**src/rtl/commit_pkg.sv**
```systemverilog
// Shared constants for the commit arbiter: arbitration modes, default widths
// and a pointer-width helper that stays legal for a depth of one.
package commit_pkg;

    localparam int unsigned ARB_FIXED  = 0;
    localparam int unsigned ARB_RR     = 1;

    localparam int unsigned DEF_NUM_CH = 6;
    localparam int unsigned DEF_DATA_W = 64;
    localparam int unsigned DEF_RN_W   = 6;
    localparam int unsigned DEF_DEPTH  = 2;

    function automatic int unsigned ptr_w(input int unsigned n);
        return (n > 1) ? $clog2(n) : 1;
    endfunction

endpackage

```
**src/rtl/commit_fifo.sv**
```systemverilog
// Per-channel result queue: circular buffer with modulo-DEPTH pointers and
// registered full/empty flags derived from the next-state count.
module commit_fifo
    import commit_pkg::*;
#(
    parameter int unsigned DEPTH  = DEF_DEPTH,
    parameter int unsigned DATA_W = DEF_DATA_W,
    parameter int unsigned RN_W   = DEF_RN_W
) (
    input  logic              clk,
    input  logic              rst_n,
    input  logic              push,
    input  logic              pop,
    input  logic [RN_W-1:0]   push_rn,
    input  logic [DATA_W-1:0] push_data,
    output logic              full,
    output logic              empty,
    output logic [RN_W-1:0]   head_rn_c,
    output logic [DATA_W-1:0] head_data_c
);

    localparam int unsigned PTR_W = ptr_w(DEPTH);
    localparam int unsigned CNT_W = $clog2(DEPTH + 1);
    localparam logic [PTR_W-1:0] LAST_PTR = PTR_W'(DEPTH - 1);

    logic [RN_W-1:0]   mem_rn   [DEPTH];
    logic [DATA_W-1:0] mem_data [DEPTH];

    logic [PTR_W-1:0] wr_ptr_q, wr_ptr_d;
    logic [PTR_W-1:0] rd_ptr_q, rd_ptr_d;
    logic [CNT_W-1:0] count_q, count_d;
    logic             full_q, full_d;
    logic             empty_q, empty_d;

    always_comb begin
        wr_ptr_d = wr_ptr_q;
        rd_ptr_d = rd_ptr_q;
        count_d  = count_q;
        if (push) begin
            wr_ptr_d = (wr_ptr_q == LAST_PTR) ? '0 : wr_ptr_q + PTR_W'(1);
        end
        if (pop) begin
            rd_ptr_d = (rd_ptr_q == LAST_PTR) ? '0 : rd_ptr_q + PTR_W'(1);
        end
        // Simultaneous push and pop leaves the count untouched.
        if (push && !pop) begin
            count_d = count_q + CNT_W'(1);
        end else if (pop && !push) begin
            count_d = count_q - CNT_W'(1);
        end
        full_d  = (count_d == CNT_W'(DEPTH));
        empty_d = (count_d == '0);
    end

    always_ff @(posedge clk or negedge rst_n) begin
        if (!rst_n) begin
            wr_ptr_q <= '0;
            rd_ptr_q <= '0;
            count_q  <= '0;
            full_q   <= 1'b0;
            empty_q  <= 1'b1;
        end else begin
            wr_ptr_q <= wr_ptr_d;
            rd_ptr_q <= rd_ptr_d;
            count_q  <= count_d;
            full_q   <= full_d;
            empty_q  <= empty_d;
        end
    end

    // Storage is qualified by the pointers and count, so it carries no reset.
    always_ff @(posedge clk) begin
        if (push) begin
            mem_rn[wr_ptr_q]   <= push_rn;
            mem_data[wr_ptr_q] <= push_data;
        end
    end

    assign full        = full_q;
    assign empty       = empty_q;
    assign head_rn_c   = mem_rn[rd_ptr_q];
    assign head_data_c = mem_data[rd_ptr_q];

endmodule

```
**src/rtl/commit_arb.sv**
```systemverilog
// Result commit arbiter: per-channel queues feed a single register-file write
// port, granted by fixed priority or descending round-robin.
module commit_arb
    import commit_pkg::*;
#(
    parameter int unsigned NUM_CH   = DEF_NUM_CH,
    parameter int unsigned DATA_W   = DEF_DATA_W,
    parameter int unsigned RN_W     = DEF_RN_W,
    parameter int unsigned DEPTH    = DEF_DEPTH,
    parameter int unsigned ARB_MODE = ARB_FIXED
) (
    input  logic                     clk,
    input  logic                     rst_n,
    input  logic [NUM_CH-1:0]        ch_valid,
    input  logic [NUM_CH*RN_W-1:0]   ch_rn,
    input  logic [NUM_CH*DATA_W-1:0] ch_data,
    output logic [NUM_CH-1:0]        ch_stall,
    output logic                     write_en,
    output logic [RN_W-1:0]          write_rn,
    output logic [DATA_W-1:0]        write_data
);

    localparam int unsigned IDX_W = $clog2(NUM_CH);
    localparam logic [IDX_W-1:0] LAST_CH = IDX_W'(NUM_CH - 1);

    logic [NUM_CH-1:0] push_c;
    logic [NUM_CH-1:0] pop_c;
    logic [NUM_CH-1:0] full;
    logic [NUM_CH-1:0] empty;
    logic [RN_W-1:0]   head_rn   [NUM_CH];
    logic [DATA_W-1:0] head_data [NUM_CH];

    generate
        for (genvar i = 0; i < int'(NUM_CH); i++) begin : g_ch
            logic [RN_W-1:0] in_rn;
            assign in_rn = ch_rn[i*RN_W +: RN_W];
            // Writes to r0 are discarded at acceptance and never queued.
            assign push_c[i] = ch_valid[i] & ~full[i] & (in_rn != '0);

            commit_fifo #(
                .DEPTH  (DEPTH),
                .DATA_W (DATA_W),
                .RN_W   (RN_W)
            ) u_fifo (
                .clk         (clk),
                .rst_n       (rst_n),
                .push        (push_c[i]),
                .pop         (pop_c[i]),
                .push_rn     (in_rn),
                .push_data   (ch_data[i*DATA_W +: DATA_W]),
                .full        (full[i]),
                .empty       (empty[i]),
                .head_rn_c   (head_rn[i]),
                .head_data_c (head_data[i])
            );
        end
    endgenerate

    assign ch_stall = full;

    logic [IDX_W-1:0]  rr_q, rr_d;
    logic [IDX_W-1:0]  start_c;
    logic [IDX_W-1:0]  cand_idx_c;
    logic [IDX_W-1:0]  grant_idx_c;
    logic              found_c;
    int unsigned       cand_c;
    logic              write_en_q, write_en_d;
    logic [RN_W-1:0]   write_rn_q, write_rn_d;
    logic [DATA_W-1:0] write_data_q, write_data_d;

    // Descending search from start_c; fixed priority always starts at the top.
    always_comb begin
        start_c      = (ARB_MODE == ARB_RR) ? rr_q : LAST_CH;
        found_c      = 1'b0;
        grant_idx_c  = '0;
        cand_c       = 0;
        cand_idx_c   = '0;
        pop_c        = '0;
        rr_d         = rr_q;
        write_en_d   = 1'b0;
        write_rn_d   = '0;
        write_data_d = '0;
        for (int unsigned k = 0; k < NUM_CH; k++) begin
            cand_c     = (32'(start_c) + NUM_CH - k) % NUM_CH;
            cand_idx_c = IDX_W'(cand_c);
            if (!found_c && !empty[cand_idx_c]) begin
                found_c     = 1'b1;
                grant_idx_c = cand_idx_c;
            end
        end
        if (found_c) begin
            pop_c[grant_idx_c] = 1'b1;
            rr_d               = (grant_idx_c == '0) ? LAST_CH : grant_idx_c - IDX_W'(1);
            write_en_d         = 1'b1;
            write_rn_d         = head_rn[grant_idx_c];
            write_data_d       = head_data[grant_idx_c];
        end
    end

    always_ff @(posedge clk or negedge rst_n) begin
        if (!rst_n) begin
            rr_q         <= LAST_CH;
            write_en_q   <= 1'b0;
            write_rn_q   <= '0;
            write_data_q <= '0;
        end else begin
            rr_q         <= rr_d;
            write_en_q   <= write_en_d;
            write_rn_q   <= write_rn_d;
            write_data_q <= write_data_d;
        end
    end

    assign write_en   = write_en_q;
    assign write_rn   = write_rn_q;
    assign write_data = write_data_q;

endmodule

```
**config.mk**
```make
export PLATFORM = sky130hd
export DESIGN_NAME = commit_arb
export DESIGN_NICKNAME = d
export VERILOG_FILES = /design/src/rtl/commit_pkg.sv /design/src/rtl/commit_fifo.sv /design/src/rtl/commit_arb.sv
export SDC_FILE = /design/constraint.sdc
export NUM_CORES = 1
export LEC_CHECK = 0
export BUFFER_PORTS_ARGS = -buffer_cell sky130_fd_sc_hd__buf_4
export CORE_MARGIN = 3
export CORE_UTILIZATION = 40
export DETAILED_ROUTE_END_ITERATION = 8
export HOLD_SLACK_MARGIN = 0.15
export SETUP_SLACK_MARGIN = 0.02
export SYNTH_ARGS = -nofsm -noshare
export SYNTH_HDL_FRONTEND = slang
export SYNTH_SLANG_ARGS = --single-unit
export TNS_END_PERCENT = 5
```
**constraint.sdc**
```tcl
create_clock -name clk -period 9.19 [get_ports clk]
set_input_delay 2.2975 -clock clk [delete_from_list [all_inputs] [get_ports clk]]
set_output_delay 2.2975 -clock clk [all_outputs]
set_load 0.03 [all_outputs]
```
## After elaboration in Yosys (flattened, before gate mapping)

Memory sizes are Yosys's and may differ from the RTL's.
Index checks and enable logic that the tools add are counted.

| word-level totals | value |
|---|---|
| input port bits | 428 |
| memories | 12 |
| bits in writable memories | 840 |
| bits in registers | 107 |

| cells by class | value |
|---|---|
| reductions and logical operators | 51 |
| equality and inequality tests | 6 |
| magnitude comparators | 3 |
| $add $sub $neg | 24 |
| bitwise gates (word level) | 19 |
| muxes and demuxes | 60 |

Memories:

| memory | depth | width | rd ports | clocked after Yosys merged registers in | write ports | line | text |
|---|---|---|---|---|---|---|---|
| g_ch[0].u_fifo.mem_data | 2 | 64 | 1 | 0 | 1 | commit_fifo.sv:27 | `logic [DATA_W-1:0] mem_data [DEPTH];` |
| g_ch[1].u_fifo.mem_data | 2 | 64 | 1 | 0 | 1 | commit_fifo.sv:27 |  |
| g_ch[2].u_fifo.mem_data | 2 | 64 | 1 | 0 | 1 | commit_fifo.sv:27 |  |
| g_ch[3].u_fifo.mem_data | 2 | 64 | 1 | 0 | 1 | commit_fifo.sv:27 |  |
| g_ch[4].u_fifo.mem_data | 2 | 64 | 1 | 0 | 1 | commit_fifo.sv:27 |  |
| g_ch[5].u_fifo.mem_data | 2 | 64 | 1 | 0 | 1 | commit_fifo.sv:27 |  |
| +6 memories | - | - | - | - | - | - |  |

Operators by type and width:

| cell | number |
|---|---|
| binary-select mux 64 bit (select 3 bit) | 1 |
| two-way mux 64 bit | 3 |
| nonzero test 6 bit | 6 |
| two-way mux 1 bit | 32 |
| two-way mux 2 bit | 12 |
| two-way mux 6 bit | 4 |
| logical NOT 1 bit | 21 |
| binary-select mux 6 bit (select 3 bit) | 1 |
| logical AND 1 bit | 18 |
| two-way mux 3 bit | 6 |
| adder 1 bit (second input constant) | 12 |
| adder 2 x 1 -> 2 bit (second input constant) | 6 |
| bitwise AND 1 bit | 12 |
| equality test 2 bit (second input constant) | 6 |
| logical NOT 2 bit | 6 |
| subtractor 2 x 1 -> 2 bit (second input constant) | 6 |
| NOT 1 bit | 6 |
| >= comparator 4 bit (second input constant) | 1 |
| < comparator 3 x 4 -> 1 bit (second input constant) | 1 |
| NOT 3 -> 4 bit | 1 |
| demux 1 bit (select 3 bit) | 1 |
| >= comparator 3 x 1 -> 1 bit (second input constant) | 1 |

## Logic depth before layout (Yosys ltp)

Gate-level depths: netlist of run 1.

| logic depth | value |
|---|---|
| word-level depth | 24 |
| mapped depth | 7 |
| depth with buffers taken out | 4 |

## Hierarchy

From an unflattened synthesis of run 1, not the netlist that was laid out.

| second synthesis, totals | value |
|---|---|
| cells, all modules | 2054 |
| area total of the unflattened synthesis | 39932.0 um^2 |

By module, submodules not included:

| module | seq. area each (um^2) | instances | cells each | area each (um^2) |
|---|---|---|---|---|
| commit_fifo | 4355.4 | 6 | 245 | 5706.7 |
| commit_arb | 1776.7 | 1 | 584 | 5691.7 |

## Worst setup path before layout of run 1

Ideal clock, no wire load.

| timing | value |
|---|---|
| path kind | input -> register |
| start point | input port ch_rn[24] |
| end point | memory g_ch[4].u_fifo.mem_data[0][0] (netlist bit), enable pin |
| data required time | 8683 ps |
| path buffers | 0 |
| stages on the path | 3 |
| setup time | 507 ps |
| arrival time | 5951 ps |
| path slack | 2732 ps |
| cells stage by stage | nor4_1 -> a21oi_1 -> nor2b_1 |

| on the way | value |
|---|---|
| longest elaborated chain between the ends | 4 |

Ends and longest elaborated chain:

| item | line | text |
|---|---|---|
| start: declaration | commit_arb.sv:15 | `input logic [NUM_CH*RN_W-1:0] ch_rn,` |
| nonzero test 6 bit | commit_arb.sv:38 | `assign push_c[i] = ch_valid[i] & ~full[i] & (in_rn != '0);` |
| bitwise AND 1 bit | commit_arb.sv:38 |  |
| two-way mux 1 bit | commit_fifo.sv:73 | `if (push) begin` |
| two-way mux 1 bit (implied by the code) | commit_fifo.sv:75 | `mem_data[wr_ptr_q] <= push_data;` |
| end: declaration | commit_fifo.sv:27 |  |

Every way passes these cells.

## Final worst setup path of run 1

| timing | value |
|---|---|
| start point | input port ch_rn[25] |
| end point | memory g_ch[4].u_fifo.mem_data[0][28] (netlist bit), enable pin |

The elaborated chain is that of the path after synthesis.

==> results of run 1 <==
[per-layer routing]
layer | vias to the layer above | GRT usage [%] | part of all wire [%] | routed length [µm]
li1 | 9333 | - | - | -
met1 | 10700 | 27.0 | 40 | 42600
met2 | 772 | 35.3 | 50 | 52700
met3 | 159 | 4.78 | 6.9 | 7320
met4 | 16 | 7.60 | 2.5 | 2660
met5 | - | 0 | 0.091 | 96
[worst max-delay path, stage by stage]
cell and delay (ns):
buf_4 0.10, nor4_1 0.09, a21oi_1 0.59, nor2b_4 1.02, buf_4 0.75
[sequential cells by signal, indices dropped and copies added (netlist names)]
register,cells
g_ch.u_fifo.mem_rn,72
write_en,1
g_ch.u_fifo.count_q,12
g_ch.u_fifo.rd_ptr_q,6
g_ch.u_fifo.full,6
g_ch.u_fifo.empty,6
g_ch.u_fifo.mem_data,768
write_data,64
g_ch.u_fifo.wr_ptr_q,6
write_rn,6
[power breakdown]
group | switching (mW) | internal, mW | total (mW)
sequential | 0.638 | 5.86 | 6.50
clock | 1.64 | 2.35 | 3.99
combinational | 2.24 | 1.55 | 3.79
[worst max-delay path by stage]
stage                                                          end  slack [ns]
after floorplan            g_ch[4].u_fifo.mem_data[0][0]$_DFFE_PP_        2.73
after global placement    g_ch[4].u_fifo.mem_data[0][38]$_DFFE_PP_        3.88
after detailed placement  g_ch[4].u_fifo.mem_data[0][37]$_DFFE_PP_        3.75
after CTS                 g_ch[4].u_fifo.mem_data[0][45]$_DFFE_PP_        4.44
after global routing      g_ch[4].u_fifo.mem_data[0][45]$_DFFE_PP_        4.41
final                     g_ch[4].u_fifo.mem_data[0][28]$_DFFE_PP_        4.51
[logic make-up after synthesis]
kind of cell | after synthesis
compound gates | 173
xor+xnor | 28
buf+inv | 143
flops | 947
mux | 564
simple gates | 235
[final cells by class]
| class | instances | area share, % |
|---|---|---|
| diodes | 29 | 0.158 |
| clock buffers | 133 | 5.89 |
| clock inverters | 51 | 1.20 |
| inverters | 5 | 0.0408 |
| multi-input cells | 1000 | 19.8 |
| flip-flops and latches | 947 | 60.8 |
| well taps | 1243 | 3.38 |
| repair buffers | 532 | 8.70 |
[synth_stat cells (2+ instances only)]
| cell | number | area [µm²] |
|---|---|---|
| a211o_1 | 3 | 26.3 |
| a211oi_1 | 32 | 240 |
| a211oi_2 | 39 | 488 |
| a21oi_1 | 5 | 25.0 |
| a32oi_1 | 2 | 17.5 |
| and2_1 | 9 | 56.3 |
| and3_1 | 4 | 25.0 |
| and3b_1 | 2 | 17.5 |
| buf_2 | 48 | 240 |
| buf_4 | 9 | 67.6 |
| buf_6 | 2 | 22.5 |
| buf_8 | 7 | 105 |
| clkbuf_1 | 70 | 263 |
| dfrtp_1 | 101 | 2530 |
| dfstp_2 | 6 | 158 |
| edfxtp_1 | 840 | 25200 |
| inv_1 | 5 | 18.8 |
| mux2_1 | 3 | 33.8 |
| mux2_2 | 207 | 2330 |
| mux2i_1 | 354 | 3540 |
| nand2_1 | 13 | 48.8 |
| nand2b_1 | 12 | 75.1 |
| nand3_1 | 138 | 691 |
| nand4_1 | 7 | 43.8 |
| nand4b_1 | 3 | 26.3 |
| nor2_1 | 15 | 56.3 |
| nor2b_1 | 9 | 56.3 |
| nor4_1 | 4 | 25.0 |
| o211a_1 | 2 | 20.0 |
| o211ai_1 | 3 | 22.5 |
| o21ai_2 | 2 | 17.5 |
| o221ai_1 | 74 | 648 |
| o41ai_1 | 4 | 35.0 |
| or2_2 | 4 | 25.0 |
| or4_1 | 3 | 22.5 |
| xnor2_1 | 19 | 166 |
| xor2_1 | 9 | 78.8 |
[through the flow]
step	total power, mW	utilization, %	instance area [µm²]
final	14.3	49.7	46000
after global routing	14.9	49.7	45900
after CTS	14.4	49.6	45900
after detailed placement	10.4	46.1	42600
after global placement	10.3	46.1	42600
after floorplan	8.97	-	37700
==> results.md, run 1 <==
* Cts-stage hold buffer count at 0
* Seq. cell area at roughly 28000 µm²
* Cts repair resizes at 0
* Per-cell routed wire length at 26.7 µm
* Setup TNS at 0 ns
* Crit path max fanout at 41
* Core area at just over 90000 µm²
* Clock transition at path regs at ~0.06 ns
* Pre-antenna DRT Iters at 6
* PnR worst setup slack at ~4.5 ns
* Die H at roughly 310 µm
* Drt total wl at about 110000 µm
* Commonest non-fill, non-tap cell in the layout: edfxtp_1
* Syn_area_per_cell at around 18 µm²
* Clock Sinks at between 900 and 1000
* Via count at roughly 21000
* Worst R2R End: write_data[34]$_DFF_PN0_
* Setup Buffers After CTS at 0
* Post-Syn Nets at around 2500
* Hold Crit Depth at 1
* Most used DFF post-synth: edfxtp_1
* Post-Synth XOR/XNOR Area at less than 1%
* Fill count at a little under 8000
* Post-synthesis adder-cell area fraction at 0%
* Post-Synth Simple-Gate Area at 3.38%
* Unique masters post-synth at 58
* Worst slew pin tran at between 1 and 1.5 ns
* Mapped Cells at around 2100
* WS Path Type: input port to register
* Fin crit share at roughly half
* Vias per std cell at around 5.3
* Worst reg2reg setup slack at roughly 5.4 ns
* Min-delay worst type: register to register
* Post-DP HPWL at between 60000 and 70000 µm
* Max Clock Freq at 0.214 GHz
* #FFs+latches synth at around 950
* Maxcap violations at 0
* Rel. slew slack at 15.0%
* Longest Clk Path Bufs at 3
* Worst R2R Path Depth at 5
* Power Density at about 310 nW/µm²
* Total CTS buffers at 98
* Worst setup startpoint: ch_rn[25]
* Dpl ws at roughly 3.8 ns
* Starting DRT DRC Count at ~1900
* Gp weighted congestion at ~0.8
* Setup-failing EPs final at 0
* Die ar. at around 98000 µm²
* EDFF count, synth at 840
* Hold Violations, Final at 0
* Hold Crit Start: g_ch[2].u_fifo.count_q[1]$_DFF_PN0_
* Clk root buf: clkbuf_16
* Initial Util at 40.7%
* Critical path required time at between 9 and 10 ns
* DRC Markers at 0
* Worst-skew pair later-pin latency at ~0.66 ns
* Synth warn at 0
* Async SR Flop Fraction at 11.3%
* RSZ-0062 raised after global routing: false
* Critical Path End Type: register
* Clk_skew at roughly 0.031 ns
* CTS H-tree depth at 3
* Die width at 313 µm
* Antenna viol nets, final at 0
* Global-route wire length before repair at 150000 µm
* I/O Buffers at 504
* Vias in the first global route at between 20000 and 25000
* Leak at between 15 and 20 nW
* Peak VDD IR at between 150 and 200 µV
* Syn Std Cell Area at ~38000 µm²
* Total GRT Usage at about a fifth
* WHS Endpoint: g_ch[2].u_fifo.empty$_DFF_PN1_
* Synth Area in Compound Gates at ~4.2%
* Largest net degree at the start of global routing at between 80 and 90
* Grt ovf at 0
* Multi-input gate area at 9120 µm²
* Commonest cells after routing, fill and taps aside: edfxtp_1 (840), buf_4 (531), mux2i_1 (354)
* Finished Layout Cells at just under 4000
* Hold Slack at between 0.5 and 0.6 ns
* Status: finished clean
* IO Pins at a little over 500
* Final Critical Period at 4.68 ns
* FF-to-FF Start: g_ch[5].u_fifo.empty$_DFF_PN1_
* Cell count after placement at roughly 3700
* Post-synthesis sequential area ratio at 74.1%
* Initial antenna violation count at 38
* Largest family of logic cells by synthesized area: multiplexers
* CP startpoint kind: input port
* CTS tree: yes
* CP arrival at about 5.0 ns
* Area delta synth->final at 22.0%
* Nets at 3012
* Share of cells above drive strength 1 at about 36%
* Num rows at ~110
* Mux contribution to synthesized area at about 16%
* Slew Viols, Final at 0
No activity file was read; power rests on OpenSTA's default activity.
==> inputs of run 2 (changes only) <==
clock period = 4.05 ns   (was 9.19 ns; I/O delays follow)
==> results.md, run 2 (synthesis results as in run 1) <==
* Clk_skew at between 0.03 and 0.04 ns
* Power Density at between 700 and 800 nW/µm²
* Area delta synth->final at 22.8%
* Share of cells above drive strength 1 at 36.5%
* Clock power share at 28.3%
* DRC Markers at 0
* Clock transition at path regs at about 0.070 ns
* Reg with most FFs: g_ch.u_fifo.mem_data
* Cts repair resizes at 0
* Total GRT Usage at between 20 and 25%
* Critical path required time at 4.63 ns
* WS Path Type: register to register
* Switching part of the total at between 30% and 40%
* Starting DRT DRC Count at 1805
* Antenna viol nets, final at 0
* Setup-failing EPs final at 0
* Per-cell routed wire length at 27.5 µm
* Clock Sinks at approximately 950
* Seq pwr share at 44.9%
* Switching pwr at about 10 mW
* Setup TNS at 0 ns
* Max Clock Freq at between 0.3 and 0.4 GHz
* Status: finished clean
* Initial Util at 40.7%
* Grt ovf at 0
* Vias in the first global route at 22200
* Hold Violations, Final at 0
* Drt total wl at about 110000 µm
* Commonest non-fill, non-tap cell in the layout: edfxtp_1
* Top cell family by delay on the critical path: simple AND/OR/NAND/NOR gates
* IO Pins at about 510
* Min-delay worst type: input port to async pin
* RSZ-0062 raised after global routing: false
* Vias per std cell at about 5.3
* PnR worst setup slack at about 1.1 ns
* Slew Viols, Final at 0
* Leak at about 17 nW
* Critical Path End Type: register
* Longest Clk Path Bufs at 3
* Global-route wire length before repair at 154000 µm
* Worst setup startpoint: g_ch[5].u_fifo.empty$_DFF_PN1_
* Combinational share of power at between 20% and 30%
* CP max-delay cell: dfstp_4
* Buf/Inv on CP at 1
* FF-to-FF Start: g_ch[5].u_fifo.empty$_DFF_PN1_
* CTS tree: yes
* Worst-skew pair later-pin latency at roughly 0.66 ns
* Crit path max fanout at 27
* Final Critical Period at 2.92 ns
* Core area at just over 90000 µm²
* Largest net degree at the start of global routing at 81
* Worst slew pin tran at between 1 and 1.5 ns
* Cell count after placement at between 3000 and 4000
* Peak VDD IR at around 480 µV
* CP arrival at 3.50 ns
* Cts-stage hold buffer count at 0
* Via count at approximately 21000
* Gp weighted congestion at around 0.8
* CTS H-tree depth at 3
* CP Cell Sequence: and4_4 -> buf_4 -> nor2b_1 -> xnor2_1 -> o211ai_1
* Dpl ws at about 0.5 ns
* Num rows at ~110
* Max FFs per register at between 700 and 800
* Finished Layout Cells at 3944
* Fin crit share at 72.0%
* Commonest cells after routing, fill and taps aside: edfxtp_1 (840), buf_4 (534), mux2i_1 (354)
* Die ar. at 97900 µm²
* Die width at between 300 and 400 µm
* Max incr delay on CP at between 0.7 and 0.8 ns
* Setup Buffers After CTS at 0
* Nets at just over 3000
* I/O Buffers at between 500 and 600
* Total CTS buffers at 100
* Pint at around 22 mW
* Die H at roughly 310 µm
* Post-layout util at approximately 50%
* Post-DP HPWL at a little over 70000 µm
* Rel. slew slack at roughly 14%
* CP startpoint kind: register
* Maxcap violations at 0
* Clk root buf: clkbuf_16
* Initial antenna violation count at 27
* Pre-antenna DRT Iters at 7
-- run 2: cell types whose count changed in the layout (fill, tap and decap cells not counted), sizes merged --
cell and delta:
buf +12, bufinv +1, clkbuf +6, clkinv -1, clkinvlp -3, diode -11
-- run 2: worst register-to-register path, cell delays in order, from the launching register on --
cell and delay (ns):
dfstp_4 0.73, and4_4 0.52, buf_4 0.50, nor2b_1 0.59, xnor2_1 0.24, o211ai_1 0.24
-- run 2: layout make-up --
type / instances / area, µm²
inverters: 5 / 18.8
diodes: 18 / 45.0
flip-flops and latches: 947 / 27900
clock inverters: 48 / 568
well taps: 1243 / 1560
multi-input cells: 1000 / 9120
repair buffers: 544 / 4200
fillers: 7744 / 46200
clock buffers: 139 / 2810
-- run 2: worst paths after layout --
path	endpoint	cells past startpoint	slack, ns
setup / recovery	g_ch[1].u_fifo.empty$_DFF_PN1_	5	1.13
hold / removal	write_data[57]$_DFF_PN0_	1	0.48
setup reg to reg	g_ch[1].u_fifo.empty$_DFF_PN1_	5	1.13
hold reg to reg	g_ch[3].u_fifo.wr_ptr_q$_DFFE_PN0P_	1	0.55
max in group asynchronous	write_data[31]$_DFF_PN0_	2	2.65
min in group clk	g_ch[0].u_fifo.mem_data[0][39]$_DFFE_PP_	1	0.53
-- run 2: through the flow --
stage	power [mW]	hold slack, ns	instance area [µm²]
after detailed placement	23.9	0.537	42800
after global routing	34.2	0.500	46200
after CTS	33.2	0.473	46200
after global placement	23.7	0.515	42800
final	32.9	0.481	46300
after floorplan	20.4	0.455	37700
-- run 2: power by group through the flow --
stage	Combinational (mW)	Clock, mW	Sequential (mW)
after floorplan	5.55	0	14.8
after global placement	8.76	0	14.9
after detailed placement	8.89	0	15.0
after CTS	8.93	9.50	14.8
after global routing	9.36	9.88	15.0
final	8.80	9.32	14.8
-- run 2: per-layer routing --
| layer | vias up | global-route usage [%] | share of wire, % |
|---|---|---|---|
| met2 | 753 | 36.5 | 49 |
| li1 | 9343 | - | - |
| met3 | 148 | 4.84 | 7.2 |
| met1 | 10800 | 28.2 | 41 |
| met5 | - | 0 | 0.073 |
| met4 | 12 | 6.49 | 2.3 |
